[src/rtl/mvb_encode_if.sv]
// Request/line bundle between the transmit word FIFO, the frame requester and mvb_encode.
interface mvb_encode_if;
  logic        tx_start;
  logic        frame_type;
  logic [4:0]  frame_length;
  logic [15:0] data_in;
  logic        word_rd;
  logic        tx_out;
  logic        tx_en;
  logic        busy;
  logic        tx_done;
  logic        len_error;

  modport master (
    output tx_start, frame_type, frame_length, data_in,
    input  word_rd, tx_out, tx_en, busy, tx_done, len_error
  );

  modport slave (
    input  tx_start, frame_type, frame_length, data_in,
    output word_rd, tx_out, tx_en, busy, tx_done, len_error
  );
endinterface

[src/rtl/mvb_encode.sv]
// MVB frame transmitter: start delimiter, Manchester data words from a FIFO,
// one 8-bit check per 64-bit group, and the NL end delimiter.
module mvb_encode #(
  parameter int CLK_PER_BIT = 16
) (
  input  logic        clk,
  input  logic        rst,
  mvb_encode_if.slave bus
);
  localparam int CW = $clog2(CLK_PER_BIT);
  localparam logic [CW-1:0] HALF_END = CW'(CLK_PER_BIT / 2 - 1);
  localparam logic [CW-1:0] BIT_END  = CW'(CLK_PER_BIT - 1);

  // Symbol code is {first-half level, second-half level}.
  localparam logic [1:0] S_ONE  = 2'b10;
  localparam logic [1:0] S_ZERO = 2'b01;
  localparam logic [1:0] S_NH   = 2'b11;
  localparam logic [1:0] S_NL   = 2'b00;

  typedef enum logic [2:0] {ST_IDLE, ST_DELIM, ST_DATA, ST_CHECK, ST_END} state_t;

  state_t        state, state_nxt;
  logic [CW-1:0] cnt;
  logic [3:0]    bidx;
  logic [4:0]    widx, nwords;
  logic          ftype;
  logic [15:0]   sh, hold;
  logic [6:0]    crc;
  logic [7:0]    chk, chk_val;
  logic [1:0]    cur_sym, nsym;
  logic          tx_out, tx_en, busy, word_rd, tx_done, len_error, rd_pipe;
  logic          bit_end, len_ok, req_ok, last_word, grp_end, more, new_word, nbit;

  function automatic logic [1:0] delim_sym(input logic slv, input logic [3:0] i);
    logic [17:0] tbl;
    logic [3:0]  k;
    tbl = slv ? {S_ONE, S_ONE, S_ONE, S_ONE, S_NL, S_NH, S_ONE, S_NL, S_NH}
              : {S_ONE, S_NH, S_NL, S_ZERO, S_NH, S_NL, S_ZERO, S_ZERO, S_ZERO};
    if (i > 4'd8) return S_NL;
    k = 4'd8 - i;
    return tbl[{k, 1'b0} +: 2];
  endfunction

  // x^7+x^6+x^5+x^2+1, MSB-first serial update
  function automatic logic [6:0] crc_step(input logic [6:0] c, input logic b);
    return {c[5:0], 1'b0} ^ ((c[6] ^ b) ? 7'h65 : 7'h00);
  endfunction

  assign bit_end   = (cnt == BIT_END);
  assign len_ok    = (bus.frame_length != 5'd0) &&
                     ((bus.frame_length & (bus.frame_length - 5'd1)) == 5'd0);
  assign req_ok    = !bus.frame_type || len_ok;
  assign last_word = (widx == nwords - 5'd1);
  assign grp_end   = last_word || (widx[1:0] == 2'd3);
  assign more      = (widx != nwords);
  assign new_word  = (state != ST_DATA) || (bidx == 4'd15);
  assign nbit      = new_word ? hold[15] : sh[15];
  assign chk_val   = ~{crc, ^crc};

  always_ff @(posedge clk or negedge rst) begin
    if (!rst) state <= ST_IDLE;
    else      state <= state_nxt;
  end

  always_comb begin
    state_nxt = state;
    case (state)
      ST_IDLE:  if (bus.tx_start && req_ok) state_nxt = ST_DELIM;
      ST_DELIM: if (bit_end && bidx == 4'd8) state_nxt = ST_DATA;
      ST_DATA:  if (bit_end && bidx == 4'd15 && grp_end) state_nxt = ST_CHECK;
      ST_CHECK: if (bit_end && bidx == 4'd7) state_nxt = more ? ST_DATA : ST_END;
      ST_END:   if (bit_end) state_nxt = ST_IDLE;
      default:  state_nxt = ST_IDLE;
    endcase
  end

  // Symbol of the bit starting at the next bit boundary.
  always_comb begin
    nsym = S_NL;
    case (state_nxt)
      ST_DELIM: nsym = delim_sym(ftype, bidx + 4'd1);
      ST_DATA:  nsym = nbit ? S_ONE : S_ZERO;
      ST_CHECK: nsym = ((state == ST_DATA) ? chk_val[7] : chk[7]) ? S_ONE : S_ZERO;
      default:  nsym = S_NL;
    endcase
  end

  always_ff @(posedge clk or negedge rst) begin
    if (!rst) begin
      cnt <= '0; bidx <= '0; widx <= '0; nwords <= '0; ftype <= 1'b0;
      sh <= '0; hold <= '0; crc <= '0; chk <= '0; cur_sym <= S_NL;
      tx_out <= 1'b0; tx_en <= 1'b0; busy <= 1'b0; word_rd <= 1'b0;
      tx_done <= 1'b0; len_error <= 1'b0; rd_pipe <= 1'b0;
    end else begin
      word_rd   <= 1'b0;
      tx_done   <= 1'b0;
      len_error <= 1'b0;
      rd_pipe   <= word_rd;
      if (rd_pipe) hold <= bus.data_in;
      if (state == ST_IDLE) begin
        cnt <= '0;
        if (bus.tx_start) begin
          if (req_ok) begin
            busy    <= 1'b1;
            tx_en   <= 1'b1;
            tx_out  <= 1'b1;
            cur_sym <= S_ONE;
            bidx    <= '0;
            widx    <= '0;
            ftype   <= bus.frame_type;
            nwords  <= bus.frame_type ? bus.frame_length : 5'd1;
          end else begin
            len_error <= 1'b1;
          end
        end
      end else begin
        cnt <= bit_end ? '0 : cnt + CW'(1);
        if (cnt == HALF_END) tx_out <= cur_sym[0];
        if (bit_end) begin
          if (state == ST_END) begin
            busy    <= 1'b0;
            tx_en   <= 1'b0;
            tx_done <= 1'b1;
            tx_out  <= 1'b0;
          end else begin
            cur_sym <= nsym;
            tx_out  <= nsym[1];
            bidx    <= (state_nxt != state) ? 4'd0 : bidx + 4'd1;
            if (state == ST_DATA && bidx == 4'd15) widx <= widx + 5'd1;
            if (state_nxt == ST_DATA) begin
              sh  <= new_word ? {hold[14:0], 1'b0} : {sh[14:0], 1'b0};
              crc <= crc_step((state == ST_DATA) ? crc : 7'd0, nbit);
            end
            if (state_nxt == ST_CHECK)
              chk <= {((state == ST_DATA) ? chk_val[6:0] : chk[6:0]), 1'b0};
          end
          // Fetch one bit time ahead of the word that follows this field.
          if ((state == ST_DELIM && bidx == 4'd7) ||
              (state == ST_DATA  && bidx == 4'd14 && !grp_end) ||
              (state == ST_CHECK && bidx == 4'd6 && more))
            word_rd <= 1'b1;
        end
      end
    end
  end

  assign bus.word_rd   = word_rd;
  assign bus.tx_out    = tx_out;
  assign bus.tx_en     = tx_en;
  assign bus.busy      = busy;
  assign bus.tx_done   = tx_done;
  assign bus.len_error = len_error;
endmodule

[src/flat_wrapper.sv]
// flat-port wrapper written by rule: the top's interface ports become plain ports
module mvb_encode_flat 
#(
  parameter int CLK_PER_BIT = 16
)
  (clk, rst, bus_tx_start, bus_frame_type, bus_frame_length, bus_data_in, bus_word_rd, bus_tx_out, bus_tx_en, bus_busy, bus_tx_done, bus_len_error);
  mvb_encode_if bus_i ();
  input  logic clk;
  input  logic rst;
  input wire logic [$bits(bus_i.tx_start)-1:0] bus_tx_start;
  input wire logic [$bits(bus_i.frame_type)-1:0] bus_frame_type;
  input wire logic [$bits(bus_i.frame_length)-1:0] bus_frame_length;
  input wire logic [$bits(bus_i.data_in)-1:0] bus_data_in;
  output wire logic [$bits(bus_i.word_rd)-1:0] bus_word_rd;
  output wire logic [$bits(bus_i.tx_out)-1:0] bus_tx_out;
  output wire logic [$bits(bus_i.tx_en)-1:0] bus_tx_en;
  output wire logic [$bits(bus_i.busy)-1:0] bus_busy;
  output wire logic [$bits(bus_i.tx_done)-1:0] bus_tx_done;
  output wire logic [$bits(bus_i.len_error)-1:0] bus_len_error;
  assign bus_i.tx_start = bus_tx_start;
  assign bus_i.frame_type = bus_frame_type;
  assign bus_i.frame_length = bus_frame_length;
  assign bus_i.data_in = bus_data_in;
  assign bus_word_rd = bus_i.word_rd;
  assign bus_tx_out = bus_i.tx_out;
  assign bus_tx_en = bus_i.tx_en;
  assign bus_busy = bus_i.busy;
  assign bus_tx_done = bus_i.tx_done;
  assign bus_len_error = bus_i.len_error;
  mvb_encode #(.CLK_PER_BIT(CLK_PER_BIT)) u_core (.clk(clk), .rst(rst), .bus(bus_i));
endmodule
[config.mk]
export PLATFORM = sky130hd
export DESIGN_NAME = mvb_encode_flat
export DESIGN_NICKNAME = d
export VERILOG_FILES = /design/src/rtl/mvb_encode_if.sv /design/src/rtl/mvb_encode.sv /design/src/flat_wrapper.sv
export SDC_FILE = /design/constraint.sdc
export NUM_CORES = 1
export LEC_CHECK = 0
export CAP_MARGIN = 20
export CORE_MARGIN = 3
export CORE_UTILIZATION = 61
export CTS_BUF_LIST = sky130_fd_sc_hd__clkbuf_4 sky130_fd_sc_hd__clkbuf_8
export CTS_CLUSTER_DIAMETER = 40
export DETAILED_ROUTE_END_ITERATION = 6
export GPL_TIMING_DRIVEN = 0
export PLACE_DENSITY_LB_ADDON = 0.05
export SYNTH_ARGS = -nofsm -noshare
export SYNTH_HDL_FRONTEND = slang
export SYNTH_SLANG_ARGS = --single-unit
[constraint.sdc]
create_clock -name clk -period 3.15 [get_ports clk]
set_clock_uncertainty 0.15 [all_clocks]
set_input_delay 0.63 -clock clk [delete_from_list [all_inputs] [get_ports clk]]
set_output_delay 0.63 -clock clk [all_outputs]
set_load 0.01 [all_outputs]
==> metrics.cfg, run 1 <==
[route]
dr.first_iter.drc_count = 119
wl_per_cell_um = 16.5
via_count = 2997
viasPerCell = 5.99
post-route-drc-count = 0
drt_wl_total_mm = 8.27
drt-pass1-iter-count = 4
final_antenna_net_count = 0

[timing]
setup_viol = 0
slew_violations = 0
min_period_ns = 2.90
hold-worst-slack_ns = 0.0650
fmax_mhz = 345
worstMarginPinSlew_ns = 0.748
hold_violations = 0
period_share_pct = 92.0
slew_headroom_pct = 49.9
rsz0062_at_grt = false

[clock_tree]
cts_resized = 0
cts.sinks = 74
hold_buffers = 0
cts_tree = built
cts_buffers = 9
post_cts_buffers = 0
clk_latency_ns = 0.36
root_buffer = clkbuf_8
cts_max_path_buffers = 2
path_clk_slew_ns = 0.08
htree_levels = 3

[critical_path]
crit_arrival_ns = 2.99
r2r_start = u_core.bidx[0]$_DFFE_PN0P_
critPathLaunchType = primary input
cpPeakStageDelay_ns = 0.56
reg2regPathDepth = 8
ff2ff_setup_slack_ns = 0.32
worstPathMaxFanout = 7
worstReg2RegEnd = u_core.bus.tx_out$_DFFE_PN0P_
crit_chain = clkdlybuf4s50_1 -> xor2_1 -> a211oi_1 -> o22ai_2 -> a2111o_2 -> mux2i_1 -> a221o_1
crit_required_ns = 3.24
slowest_stage = a2111o_2
worstSetupPathType = in -> reg
setup.worst_path.end_class = flop

[final_layout]
utilization_pct = 74.2
syn_to_final_growth_pct = 16.0
diodes = 0
nets = 454
layout-drive-gt1-share_pct = 22.5

[hold_path]
hp-class = in -> async

[placement]
place.gp.congestion = 0.877
hpwl_mm = 5.92
port_buffers = 30

[logic_synthesis]
syn-cell-area_mm2 = 0.00413
synth_seq_area_share_pct = 44.8
synth.avg_cell_area_um2 = 11.0
synth_ff_type = dfrtp_1
synth-seq-cells = 74
synth_edf_count = 0
yosysTopAreaCell = dfrtp_1
ys_warn_count = 0
synth.distinct_cells = 64
synth.top_cells.by_area = dfrtp_1 (45%), mux2_2 (14%), ha_1 (3.3%)
synth.most_common_cell = dfrtp_1
syn_nets = 412
synthArstFlopShare_pct = 100
syn_inst = 376
synth_top_area_share_pct = 44.8
synth_common_cells = dfrtp_1 (74), mux2_2 (50), nand2_1 (25), o21ai_0 (20), nor2_1 (19)

[pwr]
irDropWorstVdd_mv = 0.408
leakagePower_nw = 2.19
finalPower_w = 0.00267
power-per-cell-area_mw_per_mm2 = 558

[die]
ioPinCount = 31
core-area_mm2 = 0.00646
die_h_um = 88.3
fp.dieArea_mm2 = 0.00780
std_cell_rows = 29
start_util_pct = 64.0
die_w_um = 88.3

[grt]
grt_max_degree = 40
grt.overflow.total = 0
grt_pass1_wl_mm = 13.9
track_usage_pct = 23.1
grt_pass1_vias = 2996
antenna_found_initial = 0

[run]
drv_cap = 0

[outcome]
status = finished clean

-- state kept, by name, indices dropped and copies added (netlist names) --
register,cells
u_core.bus.len_error,1
u_core.bus.word_rd,1
u_core.bus.tx_done,1
u_core.bus.tx_out,1
u_core.cnt,4
u_core.bus.tx_en,1
u_core.chk,7
u_core.ftype,1
u_core.cur_sym,1
u_core.rd_pipe,1
u_core.crc,7
u_core.state,3
u_core.hold,16
u_core.bidx,4
u_core.widx,5
u_core.sh,15
u_core.nwords,5
-- cells by family after synthesis --
logic type / count (synthesis) / synth area share, %
xor+xnor: 25 / 5.30
flops: 74 / 44.8
compound gates: 71 / 12.4
simple gates: 96 / 12.8
mux: 63 / 17.5
fa+ha+maj: 11 / 3.33
buf+inv: 36 / 3.84
-- worst max-delay path, delay by kind of cell --
kind / cells / cell delay, ns
compound gates: 4 / 1.51
xor+xnor: 1 / 0.19
buf+inv: 1 / 0.49
mux: 1 / 0.16
-- report_power, final --
group,leakage (nW),internal [W],switching [W]
combinational,1.07,0.000300,0.000331
clock,0.117,0.000538,0.000369
sequential,1.01,0.00103,0.000101
total,2.19,0.00187,0.000801
-- layer usage --
metal	wire length [um]	vias to the layer above	global-route usage, %
met1	3750	1480	29.1
met5	0	-	0
met3	309	23	5.68
met2	3970	61	37.9
li1	-	1433	-
met4	245	0	10.2
-- layout make-up --
type / instances / area, um2
plain buffers: 18 / 91.3
inverters: 18 / 67.6
clock buffers: 10 / 131
multi-input cells: 266 / 2120
clock inverters: 6 / 114
fillers: 474 / 1670
repair buffers: 31 / 318
flip-flops and latches: 74 / 1850
well taps: 77 / 96.3
-- worst max path at each step --
stage	end	startpoint	slack [ns]
finish	u_core.bus.tx_out$_DFFE_PN0P_	bus_frame_length[2]	0.25
global route	u_core.bus.tx_out$_DFFE_PN0P_	u_core.bidx[0]$_DFFE_PN0P_	0.04
CTS	u_core.chk[6]$_DFFE_PN0P_	bus_frame_length[2]	0.25
detailed placement	u_core.chk[3]$_DFFE_PN0P_	bus_frame_length[2]	-0.15
global placement	u_core.bidx[2]$_DFFE_PN0P_	rst	-1.22
floorplan	u_core.bus.tx_out$_DFFE_PN0P_	u_core.bidx[0]$_DFFE_PN0P_	0.62
-- placed cells by master (no fill, tap or decap), types with 12 or more instances in the layout --
master / instances
inv_1: 18
dfrtp_1: 74
nor2_1: 19
o21ai_0: 20
clkdlybuf4s50_1: 29
nand2_1: 25
nand3_1: 12
xor2_1: 14
mux2_2: 50
-- per-stage QoR --
step | cell area (um2) | std cells | setup WS (ns) | TNS (ns)
floorplan | 4130 | 376 | 0.623 | 0
global placement | 4530 | 483 | -1.22 | -90.54
detailed placement | 4550 | 484 | -0.147 | -1.14
CTS | 4790 | 500 | 0.251 | 0
global route | 4790 | 500 | 0.0421 | 0
finish | 4790 | 500 | 0.251 | 0
Note: power is estimated with default switching activity, not from simulation.
==> run 2, diff against run 1 <==
CORE_UTILIZATION = 43   (was 61)
==> run 2 against run 1 <==
Net effect:
- wire length is essentially flat
- clock-buffer cell count shrank 1
- global-route usage shrank 6.7 points
- non-clock buffer count is the same
- sequential share of layout area is essentially flat
- sequential power is essentially flat
- register-to-register slack is essentially flat
- combinational power shrank 1%
- critical path type unchanged
- critical endpoint is now u_core.chk[3]$_DFFE_PN0P_
==> metrics.cfg, run 2 (same netlist as run 1, synthesis figures left out) <==
[outcome]
status = finished clean

[final_layout]
nets = 454  ; unchanged
largest_reg_flops = 16  ; unchanged
final_cells = 552  ; +10%
syn_to_final_growth_pct = 16.1
final_cell_area_mm2 = 0.00480  ; +0.10%
layout-drive-gt1-share_pct = 22.5  ; unchanged
top_register = u_core.hold
diodes = 0  ; unchanged
final_common_cell = dfrtp_1
largest_registers = u_core.hold (16), u_core.sh (15)
final_cell_mix = dfrtp_1 (74), mux2_2 (50), clkdlybuf4s50_1 (29)

[clock_tree]
cts_tree = built
htree_levels = 3  ; unchanged
clk_latency_ns = 0.35  ; about the same
cts_buffers = 9  ; unchanged
path_clk_slew_ns = 0.09  ; about the same
cts_resized = 0  ; unchanged
root_buffer = clkbuf_8
cts.sinks = 74  ; unchanged
cts_max_path_buffers = 2  ; unchanged
hold_buffers = 0  ; unchanged
post_cts_buffers = 0  ; unchanged

[timing]
period_share_pct = 91.6  ; -0.47 points
hold_violations = 0  ; unchanged
rsz0062_at_grt = false
setup-tns-final_ns = 0  ; unchanged
min_period_ns = 2.88  ; -0.0149 ns
slew_violations = 0  ; unchanged
slew_headroom_pct = 51.3  ; +1.5 points
fmax_mhz = 347  ; +0.52%
setup_viol = 0  ; unchanged
worstMarginPinSlew_ns = 0.726  ; -0.0217 ns

[pwr]
irDropWorstVdd_mv = 0.297  ; -27%
power-per-cell-area_mw_per_mm2 = 507  ; -9.1%
leakagePower_nw = 2.16  ; -1.4%

[critical_path]
crit_required_ns = 3.24  ; about the same
ff2ff_setup_slack_ns = 0.33  ; about the same
crit_chain = clkdlybuf4s50_1 -> xor2_1 -> a211oi_1 -> o22ai_2 -> a2111o_2 -> nand2_2 -> mux2_2
slowest_stage = a2111o_2
cpPeakStageDelay_ns = 0.56  ; about the same
worstSetupPathType = in -> reg
worstPathMaxFanout = 7  ; unchanged
crit_arrival_ns = 2.98  ; about the same
setup.worst_path.end_class = flop
critPathLaunchType = primary input

[placement]
port_buffers = 30  ; unchanged
place.gp.congestion = 0.814  ; -7.2%
dp_cells = 536  ; +11%
hpwl_mm = 5.97  ; +0.89%
placed_area_mm2 = 0.00462  ; +1.6%

[grt]
antenna_found_initial = 0  ; unchanged
grt_pass1_wl_mm = 14.4  ; +3.6%
track_usage_pct = 16.4  ; -6.7 points
grt_max_degree = 53  ; +33%
grt_pass1_vias = 2928  ; -2.3%
grt.overflow.total = 0  ; unchanged

[die]
start_util_pct = 44.5  ; -19 points
ioPinCount = 31  ; unchanged
fp.dieArea_mm2 = 0.0108  ; +39%
die_h_um = 104  ; +18%
std_cell_rows = 35  ; +21%
die_w_um = 104  ; +18%
core-area_mm2 = 0.00928  ; +44%

[route]
final_antenna_net_count = 0  ; unchanged
drt-pass1-iter-count = 4  ; unchanged
dr.first_iter.drc_count = 63  ; -47%
post-route-drc-count = 0  ; unchanged
viasPerCell = 5.27  ; -12%
via_count = 2910  ; -2.9%
wl_per_cell_um = 15.0  ; -9.3%
drt_wl_total_mm = 8.28  ; about the same

[hold_path]
hp-class = in -> async

[run]
drv_cap = 0  ; unchanged

## run 2: cell count changes in the layout (fill, tap and decap cells not counted)
cell and change:
buf_12 -1, buf_16 +1, bufinv_16 -3, clkbuf_4 -1, clkinv_2 +1, clkinv_4 +2
clkinvlp_4 +1
## run 2: final timing paths
path	startpoint	endpoint	cells past startpoint
setup / recovery	bus_frame_length[2]	u_core.chk[3]$_DFFE_PN0P_	7
hold / removal	rst	u_core.hold[8]$_DFFE_PN0P_	1
setup reg to reg	u_core.bidx[0]$_DFFE_PN0P_	u_core.bus.tx_out$_DFFE_PN0P_	7
hold reg to reg	u_core.bus.word_rd$_DFF_PN0_	u_core.rd_pipe$_DFF_PN0_	0
max in group asynchronous	rst	u_core.cnt[0]$_DFF_PN0_	2
min in group clk	u_core.bus.word_rd$_DFF_PN0_	u_core.rd_pipe$_DFF_PN0_	0
## run 2: final cells by class
cell class | instances | area, um2
Inverter | 18 | 67.6
Multi-Input combinational cell | 266 | 2120
Timing Repair Buffer | 31 | 325
Clock buffer | 9 | 124
Clock inverter | 7 | 53.8
Tap cell | 129 | 161
Buffer | 18 | 91.3
Fill cell | 881 | 4490
Sequential cell | 74 | 1850
## run 2: layer usage
| layer | up-vias | wire length (um) | share of wire (%) | GRT usage, % |
|---|---|---|---|---|
| li1 | 1433 | - | - | - |
| met1 | 1425 | 4070 | 49 | 22.4 |
| met2 | 40 | 3820 | 46 | 25.4 |
| met3 | 12 | 243 | 2.9 | 3.97 |
| met4 | 0 | 152 | 1.8 | 5.51 |
| met5 | - | 0 | 0 | 0 |
## run 2: power breakdown
group	internal, W	total, W	switching, W
Clock	0.000289	0.000672	0.000382
Sequential	0.00103	0.00114	0.000102
Combinational	0.000301	0.000625	0.000323
Total	0.00162	0.00243	0.000808
## run 2: critical path, delay by kind of cell
family | cells | cell delay (ns)
buffers and inverters | 1 | 0.49
XOR/XNOR | 1 | 0.20
AO/OA/AOI/OAI | 3 | 1.11
multiplexers | 1 | 0.35
AND/OR/NAND/NOR | 1 | 0.19
## run 2: metrics by stage
stage               util (%)  setup WS (ns)  power (W)  hold slack, ns
CTS                     51.7          0.260    0.00247         0.00437
global placement        49.5          -1.45    0.00176           0.240
floorplan                  -          0.623    0.00159           0.184
global route            51.7          0.148    0.00260          0.0121
detailed placement      49.8         -0.121    0.00178           0.232
finish                  51.7          0.266    0.00243          0.0146
==> run 3, diff against run 2 <==
DONT_BUFFER_PORTS = 1   (was unset)
GPL_ROUTABILITY_DRIVEN = 0   (was unset)
==> run 3 against run 2 <==
Net effect:
- hold slack got worse by 0.024 ns
- wire length decreased by 0.43%
- the flow now finishes with violations (negative hold slack)
- combinational power decreased by 7.7%
- power increased by 5.3%
- cell count decreased by 5.4%
- highest routed layer unchanged
- first-iteration DRC count increased by 40%
- fmax increased by 2.5%
- largest power group unchanged
==> metrics.cfg, run 3 (same netlist as run 1, synthesis figures left out) <==
[run]
drv_cap = 0  ; unchanged

[final_layout]
top_register = u_core.hold
syn_to_final_growth_pct = 9.93
largest_reg_flops = 16  ; unchanged
layout-drive-gt1-share_pct = 23.9  ; +1.5 points
fillerInstances = 872  ; -1.0%
final_cell_area_mm2 = 0.00454  ; -5.3%
final_common_cell = dfrtp_1
final_cell_mix = dfrtp_1 (74), mux2_2 (50), nand2_1 (25)
utilization_pct = 48.9  ; -2.7 points
largest_registers = u_core.hold (16), u_core.sh (15)
diodes = 0  ; unchanged
nets = 424  ; -6.6%

[die]
ioPinCount = 31  ; unchanged
std_cell_rows = 35  ; unchanged
die_w_um = 104  ; unchanged
start_util_pct = 44.5  ; unchanged
die_h_um = 104  ; unchanged
core-area_mm2 = 0.00928  ; unchanged
fp.dieArea_mm2 = 0.0108  ; unchanged

[grt]
track_usage_pct = 16.5  ; +0.10 points
grt_pass1_vias = 2926  ; -0.068%
grt_pass1_wl_mm = 14.6  ; +1.3%
grt_max_degree = 75  ; +42%
grt.overflow.total = 0  ; unchanged
antenna_found_initial = 0  ; unchanged

[critical_path]
crit_required_ns = 3.23  ; about the same
critPathLaunch = u_core.bidx[0]$_DFFE_PN0P_
slowest_stage = mux4_2
setup.worst_path.end_class = flop
critPathLaunchType = flop
cp_top_family = multiplexers
cpPeakStageDelay_ns = 0.57  ; about the same
path_buf_inv = 1  ; unchanged
crit_arrival_ns = 2.90  ; -0.08 ns
r2r_start = u_core.bidx[0]$_DFFE_PN0P_
worstSetupPathType = reg -> reg
crit_chain = inv_1 -> ha_1 -> xor2_1 -> mux4_2 -> nand2_1 -> mux2i_1 -> a221o_1
reg2regPathDepth = 7  ; unchanged
worstPathMaxFanout = 10  ; +3
worst-path-stages = 7  ; unchanged

[timing]
hold-worst-slack_ns = -0.00970  ; -0.0243 ns
worstMarginPinSlew_ns = 0.768  ; +0.0422 ns
slew_headroom_pct = 48.5  ; -2.8 points
fmax_mhz = 355  ; +2.5%
setup_viol = 0  ; unchanged
slew_violations = 0  ; unchanged
rsz0062_at_grt = false
period_share_pct = 89.3  ; -2.2 points
postLayoutSetupSlackWorst_ns = 0.336  ; +0.0707 ns
min_period_ns = 2.81  ; -0.0707 ns
setup-tns-final_ns = 0  ; unchanged
hold_violations = 5  ; +5

[placement]
placed_area_mm2 = 0.00429  ; -7.0%
dp_slack_ns = 0.354  ; +0.475 ns
hpwl_mm = 5.75  ; -3.8%
port_buffers = 0  ; -100%

[route]
drt_wl_total_mm = 8.25  ; -0.43%
routed-wl-met2_mm = 3.87  ; +1.3%
post-route-drc-count = 0  ; unchanged
final_antenna_net_count = 0  ; unchanged
wl_met3_um = 247  ; +1.6%
drt-met1-wl_mm = 4.03  ; -0.96%
drt-pass1-iter-count = 4  ; unchanged
viasPerCell = 5.35  ; +1.5%
dr.first_iter.drc_count = 88  ; +40%
via_count = 2792  ; -4.1%
wl_per_cell_um = 15.8  ; +5.3%
routed.top_layer = met4

[hold_path]
hp-class = in -> async

[clock_tree]
clk_latency_ns = 0.35  ; about the same
cts.sinks = 74  ; unchanged
path_clk_slew_ns = 0.10  ; about the same
post_cts_buffers = 0  ; unchanged
cts_tree = built
cts_max_path_buffers = 2  ; unchanged
htree_levels = 3  ; unchanged
cts_buffers = 9  ; unchanged
root_buffer = clkbuf_8

[pwr]
leakagePower_nw = 2.07  ; -4.1%
power-per-cell-area_mw_per_mm2 = 564  ; +11%
irDropWorstVdd_mv = 0.286  ; -3.4%

[outcome]
violations = negative hold slack
status = complete, but fails checks

-- run 3: through the flow --
| step | power, W | cells |
|---|---|---|
| 2_1_floorplan | 0.00159 | 376 |
| 3_3_place_gp | 0.00170 | 505 |
| 3_5_place_dp | 0.00171 | 505 |
| 4_1_cts | 0.00259 | 522 |
| 5_1_grt | 0.00272 | 522 |
| 6_report | 0.00256 | 522 |
-- run 3: cell type report --
cell class / count / area [um2] / share of cell area (%)
multi-input combinational: 266 / 2120 / 46.7
sequential: 74 / 1850 / 40.8
buffer: 18 / 91.3 / 2.01
timing repair buffer: 1 / 27.5 / 0.606
inverter: 18 / 67.6 / 1.49
clock buffer: 10 / 131 / 2.89
tap: 129 / 161 / 3.55
clock inverter: 6 / 90.1 / 1.98
-- run 3: report_power, final --
part	switching (W)	internal (W)	total [W]
Combinational	0.000314	0.000263	0.000577
Clock	0.000388	0.000458	0.000847
Sequential	0.000103	0.00103	0.00114
Total	0.000806	0.00176	0.00256
-- run 3: timing repair --
| action | 4_1_cts | 5_1_grt |
|---|---|---|
| hold buffers | 1 | 0 |
| setup endpoints to repair | 0 | 0 |
| endpoints found under the hold margin | 74 | 0 |
| gates resized for setup | 0 | 0 |
-- run 3: worst paths after layout --
check	to	slack, ns
worst max-delay path	u_core.bus.tx_out$_DFFE_PN0P_	0.34
worst min-delay path	u_core.hold[8]$_DFFE_PN0P_	-0.01
worst max register to register	u_core.bus.tx_out$_DFFE_PN0P_	0.34
worst min register to register	u_core.rd_pipe$_DFF_PN0_	0.30
max in group asynchronous	u_core.bidx[0]$_DFFE_PN0P_	2.53
min in group clk	u_core.ftype$_DFFE_PN0P_	0.26
-- run 3: per-layer routing --
metal | track usage, % | up-vias
met2 | 26.6 | 37
met1 | 21.7 | 1374
met4 | 5.70 | 0
met5 | 0 | -
met3 | 3.91 | 9
li1 | - | 1372
